<file path="src/rtl/prog_bus_reader8_if.sv">
`default_nettype none
// ============================================================================
//  Module      : prog_bus_reader8_if
//  Description : Control, bus and result-stream signals of prog_bus_reader8.
//                The master side issues reads and consumes results. The
//                slave side is the reader that drives oe and fills the FIFO.
//  Revision    : 1.0 - initial release
// ============================================================================
interface prog_bus_reader8_if;
    logic       start;
    logic       clr;
    logic [7:0] bus_in;
    logic       oe;
    logic       busy;
    logic       out_valid;
    logic       out_ready;
    logic [7:0] out_data;
    logic [7:0] out_delta;
    logic       drop_err;

    modport master (
        output start, clr, bus_in, out_ready,
        input  oe, busy, out_valid, out_data, out_delta, drop_err
    );

    modport slave (
        input  start, clr, bus_in, out_ready,
        output oe, busy, out_valid, out_data, out_delta, drop_err
    );
endinterface
`default_nettype wire

</file>
<file path="src/rtl/prog_bus_reader8.sv">
`default_nettype none
// ============================================================================
//  Module      : prog_bus_reader8
//  Description : Reads a shared 8-bit tri-state bus on request. It raises oe,
//                waits SETTLE cycles, samples the bus, then releases it for
//                one turnaround cycle. Each sample is queued with its delta
//                from the previous sample (modulo 256) in a small FIFO.
//  Revision    : 1.0 - initial release
// ============================================================================
module prog_bus_reader8 #(
    parameter int SETTLE = 1,   // oe-asserted cycles before the sample cycle, 1..7
    parameter int DEPTH  = 4    // result FIFO entries, power of two, 2..16
) (
    input wire                clk,
    input wire                rst,
    prog_bus_reader8_if.slave bus
);

    localparam int              c_AW          = $clog2(DEPTH);
    localparam logic [c_AW:0]   c_FULL_CNT    = (c_AW + 1)'(DEPTH);
    localparam logic [c_AW:0]   c_CNT_ONE     = (c_AW + 1)'(1);
    localparam logic [c_AW-1:0] c_PTR_ONE     = c_AW'(1);
    localparam logic [2:0]      c_SETTLE_LAST = 3'(SETTLE - 1);

    localparam logic [1:0] c_ST_IDLE    = 2'd0;
    localparam logic [1:0] c_ST_DRIVE   = 2'd1;
    localparam logic [1:0] c_ST_SAMPLE  = 2'd2;
    localparam logic [1:0] c_ST_RELEASE = 2'd3;

    logic [1:0]      r_state;
    logic            r_oe;
    logic [2:0]      r_settle;
    logic            r_drop_err;
    logic [7:0]      r_prev;
    logic [c_AW-1:0] r_wr_ptr;
    logic [c_AW-1:0] r_rd_ptr;
    logic [c_AW:0]   r_count;
    logic [7:0]      r_mem_data  [0:DEPTH-1];
    logic [7:0]      r_mem_delta [0:DEPTH-1];

    logic            w_full;
    logic            w_empty;
    logic            w_push;
    logic            w_pop;
    logic [7:0]      w_delta;

    assign w_full  = (r_count == c_FULL_CNT);
    assign w_empty = (r_count == '0);
    // A read is only launched when a slot is free, and the FIFO has a single
    // writer, so the push in SAMPLE always fits. A flush cancels the push.
    assign w_push  = (r_state == c_ST_SAMPLE) && !bus.clr;
    assign w_pop   = !w_empty && bus.out_ready && !bus.clr;
    assign w_delta = bus.bus_in - r_prev;

    // Read sequencer: IDLE -> DRIVE (SETTLE cycles) -> SAMPLE -> RELEASE.
    always_ff @(posedge clk) begin
        if (rst || bus.clr) begin
            r_state    <= c_ST_IDLE;
            r_oe       <= 1'b0;
            r_settle   <= 3'd0;
            r_drop_err <= 1'b0;
        end else begin
            case (r_state)
                c_ST_IDLE: begin
                    if (bus.start) begin
                        if (w_full) begin
                            r_drop_err <= 1'b1;
                        end else begin
                            r_state  <= c_ST_DRIVE;
                            r_oe     <= 1'b1;
                            r_settle <= 3'd0;
                        end
                    end
                end
                c_ST_DRIVE: begin
                    if (r_settle == c_SETTLE_LAST) begin
                        r_state <= c_ST_SAMPLE;
                    end else begin
                        r_settle <= r_settle + 3'd1;
                    end
                end
                c_ST_SAMPLE: begin
                    r_state <= c_ST_RELEASE;
                    r_oe    <= 1'b0;
                end
                c_ST_RELEASE: begin
                    r_state <= c_ST_IDLE;
                end
                default: begin
                    r_state <= c_ST_IDLE;
                    r_oe    <= 1'b0;
                end
            endcase
        end
    end

    // FIFO pointers, occupancy and the previous-sample register used for delta.
    always_ff @(posedge clk) begin
        if (rst || bus.clr) begin
            r_wr_ptr <= '0;
            r_rd_ptr <= '0;
            r_count  <= '0;
            r_prev   <= 8'h00;
        end else begin
            if (w_push) begin
                r_wr_ptr <= r_wr_ptr + c_PTR_ONE;
                r_prev   <= bus.bus_in;
            end
            if (w_pop) begin
                r_rd_ptr <= r_rd_ptr + c_PTR_ONE;
            end
            if (w_push && !w_pop) begin
                r_count <= r_count + c_CNT_ONE;
            end else if (!w_push && w_pop) begin
                r_count <= r_count - c_CNT_ONE;
            end
        end
    end

    // FIFO storage: capture the bus value and its delta at the end of SAMPLE.
    always_ff @(posedge clk) begin
        if (w_push) begin
            r_mem_data[r_wr_ptr]  <= bus.bus_in;
            r_mem_delta[r_wr_ptr] <= w_delta;
        end
    end

    assign bus.oe        = r_oe;
    assign bus.busy      = (r_state != c_ST_IDLE);
    assign bus.drop_err  = r_drop_err;
    assign bus.out_valid = !w_empty;
    assign bus.out_data  = r_mem_data[r_rd_ptr];
    assign bus.out_delta = r_mem_delta[r_rd_ptr];

endmodule
`default_nettype wire

</file>
<file path="src/flat_wrapper.sv">
// flat-port wrapper written by rule: the top's interface ports become plain ports
module prog_bus_reader8_flat 
#(
    parameter int SETTLE = 1,                                                      
    parameter int DEPTH  = 4                                               
)
  (clk, rst, bus_start, bus_clr, bus_bus_in, bus_out_ready, bus_oe, bus_busy, bus_out_valid, bus_out_data, bus_out_delta, bus_drop_err);
  prog_bus_reader8_if bus_i ();
  input wire clk;
  input wire rst;
  input wire logic [$bits(bus_i.start)-1:0] bus_start;
  input wire logic [$bits(bus_i.clr)-1:0] bus_clr;
  input wire logic [$bits(bus_i.bus_in)-1:0] bus_bus_in;
  input wire logic [$bits(bus_i.out_ready)-1:0] bus_out_ready;
  output wire logic [$bits(bus_i.oe)-1:0] bus_oe;
  output wire logic [$bits(bus_i.busy)-1:0] bus_busy;
  output wire logic [$bits(bus_i.out_valid)-1:0] bus_out_valid;
  output wire logic [$bits(bus_i.out_data)-1:0] bus_out_data;
  output wire logic [$bits(bus_i.out_delta)-1:0] bus_out_delta;
  output wire logic [$bits(bus_i.drop_err)-1:0] bus_drop_err;
  assign bus_i.start = bus_start;
  assign bus_i.clr = bus_clr;
  assign bus_i.bus_in = bus_bus_in;
  assign bus_i.out_ready = bus_out_ready;
  assign bus_oe = bus_i.oe;
  assign bus_busy = bus_i.busy;
  assign bus_out_valid = bus_i.out_valid;
  assign bus_out_data = bus_i.out_data;
  assign bus_out_delta = bus_i.out_delta;
  assign bus_drop_err = bus_i.drop_err;
  prog_bus_reader8 #(.SETTLE(SETTLE), .DEPTH(DEPTH)) u_core (.clk(clk), .rst(rst), .bus(bus_i));
endmodule
</file>
<file path="config.mk">
export PLATFORM = sky130hd
export DESIGN_NAME = prog_bus_reader8_flat
export DESIGN_NICKNAME = d
export VERILOG_FILES = /design/src/rtl/prog_bus_reader8_if.sv /design/src/rtl/prog_bus_reader8.sv /design/src/flat_wrapper.sv
export SDC_FILE = /design/constraint.sdc
export NUM_CORES = 1
export LEC_CHECK = 0
export ABC_AREA = 1
export BUFFER_PORTS_ARGS = -buffer_cell sky130_fd_sc_hd__buf_2
export CELL_PAD_IN_SITES_DETAIL_PLACEMENT = 0
export CELL_PAD_IN_SITES_GLOBAL_PLACEMENT = 1
export CORE_MARGIN = 8
export CORE_UTILIZATION = 30
export CTS_BUF_LIST = sky130_fd_sc_hd__clkbuf_4
export DETAILED_ROUTE_END_ITERATION = 10
export PLACE_DENSITY_LB_ADDON = 0.1
export SETUP_SLACK_MARGIN = 0.5
export SYNTH_ARGS = -nofsm -noshare
export SYNTH_HDL_FRONTEND = slang
export SYNTH_SLANG_ARGS = --single-unit
</file>
<file path="constraint.sdc">
create_clock -name clk -period 4.5 [get_ports clk]
set_clock_uncertainty 0.05 [all_clocks]
set_input_delay 0.675 -clock clk [delete_from_list [all_inputs] [get_ports clk]]
set_output_delay 0.675 -clock clk [all_outputs]
set_load 0.005 [all_outputs]
</file>
==> impl_metrics.csv, run 1 <==
group,metric,value,unit
timing,final.period_utilization,57.7,%
yosys,netlist.area_leader.share,49.8,%
yosys,synthFlopType,"edfxtp_1",
global_route,antenna_found_initial,0,
worst_setup_path,cp.arrival,1870,ps
cts,htreeDepth,3,
timing,slew_viol_final,0,
global_route,grt_start_max_net_pins,33,
power_and_ir_drop,p_leak,1.63,nW
cts,cts_resized,0,
global_route,overflow,0,
cts,cts_buffers,9,
yosys,yosysMostFrequentCell,"edfxtp_1",
run,cap_violations,0,
power_and_ir_drop,p_clk_share,29.9,%
worst_setup_path,required,3770,ps
floorplan,die_y,129,µm
yosys,ys_ff_latch,88,
placement,gp_congestion,0.709,
routing,antenna_left,0,
yosys,async_flop_share,0,%
power_and_ir_drop,peakVddDrop,91.7,µV
timing,relSlewSlack,62.0,%
yosys,synth_commonest_cells,"edfxtp_1 (64), nor2_1 (51), inv_1 (35)",
power_and_ir_drop,combPwrFrac,8.0,%
routing,wire_per_inst,14.5,µm
yosys,ys_top_cells_by_area,"edfxtp_1 (50%), dfxtp_1 (12%), ha_1 (5.8%), nor2_1 (5.0%), o21ai_1 (4.2%)",
timing,fin_crit,2600,ps
timing,setup_viol,0,
global_route,grt_pass1_wl,13600,µm
finish,area_delta_synth_final,12.8,%
floorplan,fp.dieW,129,µm
yosys,syn_nets,392,
placement,hpwlAfterDp,5560,µm
finish,stdcell_count,575,
floorplan,core,12600,µm²
power_and_ir_drop,internal_power,0.00110,W
floorplan,start_util,30.7,%
yosys,ys_warn_count,0,
cts,clkSinkCount,88,
timing,worst_pin_slew,570,ps
floorplan,num_io_pins,33,
timing,grt_setup_unrepaired,"false",
power_and_ir_drop,p_seq_share,62.1,%
cts,cts_tree,"built",
timing,hold_viol,0,
hold_path,hold_path.class,"flip-flop to flip-flop",
finish,final_layout_size_suffix_gt1_share,16.4,%
routing,wirelength,8330,µm
worst_setup_path,r2r_start,"u_core.r_state[0]",
worst_setup_path,worstSetupPathType,"flip-flop to output pin",
worst_setup_path,worstSetupStartpointType,"flip-flop",
yosys,synth_area_leader_cell,"edfxtp_1",
power_and_ir_drop,p_sw,0.000329,W
yosys,synth_cells,359,
run_status,status,"finished clean",
cts,ctsHoldBuffers,0,
power_and_ir_drop,swShare,23.0,%
yosys,synth.distinct_cells,28,
power_and_ir_drop,powerDensity,328,nW/µm²
routing,drc,0,
floorplan,die_area,16700,µm²
cts,root_buffer,"clkbuf_4",
floorplan,rows,41,
finish,antenna_cells,0,
yosys,avgSynthCellArea,10.7,µm²
placement,pre_cts_ws,2040,ps
global_route,track_usage,10.8,%
cts,clk_transition_reported_paths,120,ps
global_route,grt_pass1_vias,2586,
routing,drt_pass1_iterations,4,
timing,fin_ws,1900,ps
routing,via_per_inst,4.37,
routing,num_vias,2511,
cts,worstSkewPairLatency,440,ps
hold_path,worstHoldStart,"u_core.bus.drop_err",
placement,port_buffers,32,
timing,fmax,0.385,GHz
yosys,synth-edff-count,64,
yosys,synth_area,3860,µm²
finish,nNetsFinal,431,
worst_setup_path,endpoint_kind,"output pin",
timing,finalSetupTns,0,ps
cts,postCtsSetupBuffers,0,
worst_setup_path,crit_path_max_fanout,32,
placement,dp.cells,559,
routing,drtIter0Drc,110,
yosys,seq_area_frac_synth,62.3,%
cts,clockBufferDepth,2,
sequential cells by signal, summed over array words and instances (netlist names), named ones only:
register / flops
u_core.r_state: 2
u_core.r_mem_data: 32
u_core.bus.drop_err: 1
u_core.r_count: 3
u_core.r_prev: 8
u_core.r_settle: 3
u_core.r_wr_ptr: 2
u_core.bus.oe: 1
u_core.r_rd_ptr: 2
u_core.r_mem_delta: 32
routing by layer:
| layer | vias to the layer above | GRT usage (%) | part of all wire [%] |
|---|---|---|---|
| li1 | 1315 | - | - |
| met1 | 1151 | 12.7 | 47 |
| met2 | 32 | 17.9 | 47 |
| met3 | 13 | 2.55 | 3.6 |
| met4 | 0 | 5.81 | 2.2 |
| met5 | - | 0 | 0 |
worst max-delay path, cell delays in order, from the launching register on:
cell	delay, ps
dfxtp_1	600
inv_2	350
o21ai_0	250
o22ai_1	100
buf_2	130
cell type report:
cell class | count | area, µm²
fillers | 1305 | 8220
clock inverters | 5 | 47.5
clock buffers | 11 | 82.6
inverters | 41 | 154
flip-flops and latches | 88 | 2400
repair buffers | 38 | 205
multi-input cells | 220 | 1240
well taps | 172 | 215
worst paths after layout:
check	to	slack (ps)	cells after the start
max reg2reg	u_core.r_count[2]	2110	11
min	u_core.bus.drop_err	410	2
min reg2reg	u_core.bus.drop_err	410	2
max	bus_out_delta[7]	1900	4
through the flow:
stage	area (µm²)	total power (W)	hold slack [ps]	util, %
after floorplan	3860	0.000982	383	-
after global placement	4220	0.00102	388	33.6
after detailed placement	4220	0.00102	392	33.6
after CTS	4350	0.00146	374	34.6
after global routing	4350	0.00151	392	34.6
final	4350	0.00143	406	34.6
placed cells by master (no fill, tap or decap), types with 6 or more instances in the layout:
cell,instances
a21oi_1,22
buf_2,32
buf_4,6
clkbuf_4,11
dfxtp_1,24
edfxtp_1,64
ha_1,18
inv_1,35
inv_2,6
nand2_1,34
nand3_1,7
nor2_1,51
o21ai_0,14
o21ai_1,32
o22ai_1,16
power by group through the flow:
stage / Combinational (W) / Clock [W] / Sequential [W]
2_1_floorplan: 0.0000768 / 0 / 0.000906
3_3_place_gp: 0.000117 / 0 / 0.000906
3_5_place_dp: 0.000118 / 0 / 0.000906
4_1_cts: 0.000118 / 0.000451 / 0.000888
5_1_grt: 0.000134 / 0.000483 / 0.000889
6_report: 0.000114 / 0.000427 / 0.000888
cell families (layout without fill, tap and decap cells):
family	after synthesis	in the layout	share of synthesized area, %
buffers and inverters	51	95	5.45
flip-flops	88	88	62.3
AND/OR/NAND/NOR	106	106	11.8
XOR/XNOR	7	7	1.59
adder cells (fa/ha/maj)	20	20	6.88
AO/OA/AOI/OAI	87	87	12.0
Note: power is estimated with default switching activity, not from simulation.
==> run 2, diff against run 1 <==
Clock period 4.5 ns to 2.7 ns, I/O delays scaled along.
==> run 2 against run 1 <==
Effect of this change: final area grew 0.43%; setup slack lost 1200 ps; clock-buffer cell count grew 1; core utilization grew 0.15 points; worst hold slack lost 250 ps; global-route usage is essentially flat; total power grew 62%; critical path depth is the same; final cell count grew 0.35%; clock power grew 50%; first-iteration DRC count grew 45%; non-clock buffer count grew 2; highest routed layer unchanged.
==> impl_metrics.csv, run 2 (synthesized netlist as in run 1, its figures left out) <==
group,metric,value,unit
timing,setup_viol,0,
finish,fin_area,4370,µm²
global_route,track_usage,10.8,%
routing,drt_pass1_iterations,4,
power_and_ir_drop,combPwrFrac,8.4,%
worst_setup_path,cp_cell_sequence,"buf_8 -> o21ai_1 -> o22ai_1 -> buf_2",
global_route,grt_pass1_vias,2548,
cts,worstSkewPairLatency,430,ps
worst_setup_path,required,2250,ps
finish,area_delta_synth_final,13.3,%
worst_setup_path,critPathMaxStageDelay,430,ps
worst_setup_path,endpoint_kind,"output pin",
worst_setup_path,worstSetupPathType,"flip-flop to output pin",
floorplan,rows,41,
cts,clkSinkCount,88,
timing,hold_viol,0,
routing,num_vias,2514,
cts,root_buffer,"clkbuf_4",
finish,layout_commonest_cell,"edfxtp_1",
global_route,antenna_found_initial,0,
cts,cts_buffers,9,
power_and_ir_drop,p_sw,0.000558,W
timing,fin_crit,2040,ps
cts,clk_transition_reported_paths,120,ps
floorplan,die_y,129,µm
worst_setup_path,worstSetupStartpointType,"flip-flop",
power_and_ir_drop,powerDensity,530,nW/µm²
finish,reg_top3,"u_core.r_mem_data (32), u_core.r_mem_delta (32), u_core.r_prev (8)",
hold_path,hold_path.class,"input port to flip-flop",
placement,port_buffers,32,
routing,drc,0,
finish,antenna_cells,0,
floorplan,die_area,16700,µm²
floorplan,fp.dieW,129,µm
placement,placement.cell_area,4240,µm²
power_and_ir_drop,p_leak,1.63,nW
timing,relSlewSlack,72.7,%
timing,slew_viol_final,0,
finish,n_fill_cell,1305,
global_route,grt_start_max_net_pins,33,
finish,nNetsFinal,433,
routing,via_per_inst,4.36,
routing,wire_per_inst,14.5,µm
power_and_ir_drop,peakVddDrop,150,µV
floorplan,start_util,30.7,%
power_and_ir_drop,internal_power,0.00176,W
cts,clockBufferDepth,2,
power_and_ir_drop,p_seq_share,64.0,%
timing,finalSetupTns,0,ps
timing,fmax,0.491,GHz
finish,post-route-util,34.8,%
global_route,grt_pass1_wl,13400,µm
routing,drtIter0Drc,160,
placement,gp_congestion,0.746,
worst_setup_path,cp.arrival,1580,ps
timing,final.period_utilization,75.4,%
finish,final_cell_mix,"edfxtp_1 (64), nor2_1 (51), inv_1 (34), nand2_1 (34)",
worst_setup_path,cp_slowest_cell,"dfxtp_1",
global_route,overflow,0,
floorplan,num_io_pins,33,
run,cap_violations,0,
routing,antenna_left,0,
power_and_ir_drop,p_clk_share,27.7,%
timing,worst_pin_slew,406,ps
routing,wirelength,8370,µm
finish,final_layout_size_suffix_gt1_share,17.5,%
run_status,status,"finished clean",
power_and_ir_drop,swShare,24.1,%
timing,holdWs,157,ps
cts,cts_tree,"built",
timing,grt_setup_unrepaired,"false",
floorplan,core,12600,µm²
placement,hpwlAfterDp,5570,µm
cts,htreeDepth,3,
worst_setup_path,crit_path_max_fanout,32,
## run 2: worst paths after layout
kind	start	to	slack, ps	cells past startpoint
max	flip-flop	bus_out_data[3]	660	4
min	bus_bus_in[0]	u_core.r_mem_data[0][0]	160	1
max reg2reg	u_core.r_count[0]	u_core.r_count[2]	720	10
min reg2reg	u_core.bus.drop_err	u_core.bus.drop_err	410	2
## run 2: critical path, delay by kind of cell, from the launching register on
family | cells | cell delay (ps)
AOI/OAI and AO/OA | 2 | 310
buffers and inverters | 2 | 410
DFF | 1 | 430
## run 2: routing by layer
| layer | part of all wire, % | wire, µm | GRT usage [%] |
|---|---|---|---|
| met1 | 47 | 3930 | 12.5 |
| met4 | 2.1 | 172 | 5.81 |
| met2 | 47 | 3940 | 17.7 |
| met5 | 0 | 0 | 0 |
| met3 | 4.0 | 332 | 3.00 |
## run 2: layout make-up
type	instances	area (µm²)	share of cell area, %
sequential	88	2400	55.0
clock buffer	12	90.1	2.06
timing repair buffer	40	228	5.21
clock inverter	4	21.3	0.487
inverter	41	156	3.58
multi-input combinational	220	1260	28.8
tap	172	215	4.93
## run 2: power groups by stage
stage,clock network (W),logic (W),registers (W)
floorplan,0,0.000128,0.00151
global placement,0,0.000196,0.00151
detailed placement,0,0.000196,0.00151
CTS,0.000676,0.000197,0.00148
global route,0.000729,0.000229,0.00148
finish,0.000640,0.000193,0.00148
## run 2: timing repair
action	CTS	global route
resized for setup	2	4
endpoints found under the setup margin	7	5
hold buffers	0	0
buffers inserted	0	0
## run 2: metrics by stage
step                      instances  worst slack, ps  power [W]
after floorplan                 359              620    0.00164
after global placement          561              649    0.00171
after detailed placement        561              610    0.00171
after CTS                       577              542    0.00235
after global routing            577              508    0.00244
final                           577              663    0.00231
==> run 3, diff against run 2 <==
Clock period 2.7 ns to 1.7 ns, I/O delays scaled along.
==> run 3 against run 2 <==
Effect of this change: the flow now finishes with violations (setup timing); worst hold slack worse by 91 ps; global-route usage grew 1.0 points; clock power is 89% higher; final cell count increased by 8.5%; register-to-register slack lost 730 ps; non-clock buffer count is 49 higher; clock-buffer cell count shrank 1; setup slack worse by 750 ps; core utilization is 9.8 points higher; highest routed layer is now met5.
==> impl_metrics.csv, run 3 (synthesized netlist as in run 1, its figures left out) <==
group,metric,value,unit
cts,htreeDepth,3,
routing,drtIter0Drc,82,
global_route,antenna_found_initial,1,
finish,final_layout_size_suffix_gt1_share,44.7,%
global_route,track_usage,11.8,%
timing,hold_viol,0,
finish,reg_top3,"u_core.r_mem_data (32), u_core.r_mem_delta (32), u_core.r_prev (8)",
finish,nNetsFinal,482,
routing,wirelength,9480,µm
worst_setup_path,endpoint_kind,"output pin",
finish,stdcell_count,626,
routing,antenna_left,0,
finish,n_fill_cell,1185,
cts,cts_tree,"built",
worst_setup_path,rr_endpoint,"u_core.r_count[2]",
timing,fin_crit,1790,ps
hold_path,hold_end,"u_core.r_mem_data[3][6]",
timing,holdWs,66.2,ps
routing,drt_pass1_iterations,4,
floorplan,start_util,30.7,%
timing,setup_viol,17,
global_route,overflow,0,
floorplan,rows,41,
routing,via_per_inst,4.48,
timing,final.period_utilization,105,%
cts,clockBufferDepth,2,
power_and_ir_drop,peakVddDrop,292,µV
global_route,grt_start_max_net_pins,23,
finish,final_cell_mix,"edfxtp_1 (64), nor2_1 (39), buf_2 (28)",
worst_setup_path,worstSetupPathType,"flip-flop to output pin",
cts,worstSkewPairLatency,450,ps
floorplan,num_io_pins,33,
global_route,grt_pass1_wl,14700,µm
run_status,violations,"setup timing",
timing,slew_viol_final,0,
floorplan,fp.dieW,129,µm
timing,relSlewSlack,83.2,%
floorplan,core,12600,µm²
timing,grt_setup_unrepaired,"true",
worst_setup_path,crit_path_max_fanout,6,
finish,layout_commonest_cell,"edfxtp_1",
placement,placement.cell_area,4570,µm²
timing,fin_ws,-90.2,ps
worst_setup_path,reg2reg_depth,11,
hold_path,hold_path.class,"input port to flip-flop",
global_route,grt_pass1_vias,2807,
worst_setup_path,r2r_start,"u_core.r_state[0]",
placement,dp.cells,578,
worst_setup_path,worstSetupStartpointType,"flip-flop",
routing,num_vias,2802,
worst_setup_path,required,1390,ps
timing,fmax,0.559,GHz
floorplan,die_y,129,µm
cts,clkSinkCount,88,
power_and_ir_drop,powerDensity,738,nW/µm²
placement,hpwlAfterDp,5830,µm
cts,root_buffer,"clkbuf_4",
run,cap_violations,0,
worst_setup_path,cp.arrival,1490,ps
placement,gp_congestion,0.689,
worst_setup_path,reg2reg_slack,-10,ps
finish,fin_area,5600,µm²
finish,antenna_cells,0,
power_and_ir_drop,p_leak,2.05,nW
routing,wl_met3,282,µm
routing,wl_met1,4350,µm
placement,port_buffers,32,
cts,clk_transition_reported_paths,130,ps
timing,worst_pin_slew,252,ps
routing,top_layer,"met5",
cts,cts_buffers,9,
routing,wl_met2,4640,µm
run_status,status,"finished, violations left",
floorplan,die_area,16700,µm²
hold_path,hold_depth,1,
finish,area_delta_synth_final,45.2,%
routing,drc,0,
hold_path,worstHoldStart,"bus_bus_in[6]",
routing,wire_per_inst,15.1,µm
run 3: how the worst max path moves through the flow:
stage	slack (ps)	depth (start not counted)	from	to
after CTS	-170	4	flip-flop	bus_out_delta[6]
after detailed placement	-20	8	bus_bus_in[0]	u_core.r_mem_delta[1][6]
after global routing	-210	4	flip-flop	bus_out_data[1]
after floorplan	20	11	u_core.r_state[0]	u_core.r_count[2]
after global placement	2	8	bus_bus_in[0]	u_core.r_mem_delta[1][6]
final	-90	5	flip-flop	bus_out_delta[2]
run 3: power by group:
part	total [W]	switching, W	internal, W
sequential	0.00235	0.0000132	0.00234
clock	0.00121	0.000724	0.000482
combinational	0.000574	0.000298	0.000276
total	0.00413	0.00104	0.00310
run 3: worst max-delay path, cell delays in order (launching register included):
cell	delay [ps]
dfxtp_4	420
inv_8	110
clkbuf_16	150
nor2_1	40
o22ai_1	180
buf_2	150
run 3: cell type report:
class	instances	area, µm²	share of cell area [%]
flip-flops and latches	88	2420	43.2
multi-input cells	220	1750	31.2
repair buffers	89	901	16.1
well taps	172	215	3.84
inverters	41	171	3.06
clock buffers	11	82.6	1.48
clock inverters	5	58.8	1.05
run 3: routing by layer:
metal,vias to the layer above,track usage [%]
met3,14,2.92
met2,31,19.5
met4,2,6.08
met5,-,0
li1,1427,-
met1,1328,14.0
run 3: stage by stage:
stage | total power, W | utilization, % | setup WS, ps | setup TNS, ps
3_3_place_gp | 0.00277 | 36.4 | 1.71 | 0
4_1_cts | 0.00412 | 42.0 | -167 | -1800
3_5_place_dp | 0.00277 | 36.4 | -15.7 | -62.7
2_1_floorplan | 0.00263 | - | 16.0 | 0
6_report | 0.00413 | 44.5 | -90.2 | -856
5_1_grt | 0.00433 | 44.5 | -208 | -2870
run 3: timing repair:
action	4_1_cts	5_1_grt
pin swaps	21	29
resized for setup	87	50
gates cloned	2	2
hold endpoints to repair	17	0
buffers inserted	12	9
hold buffers	7	0
endpoints found under the setup margin	128	132
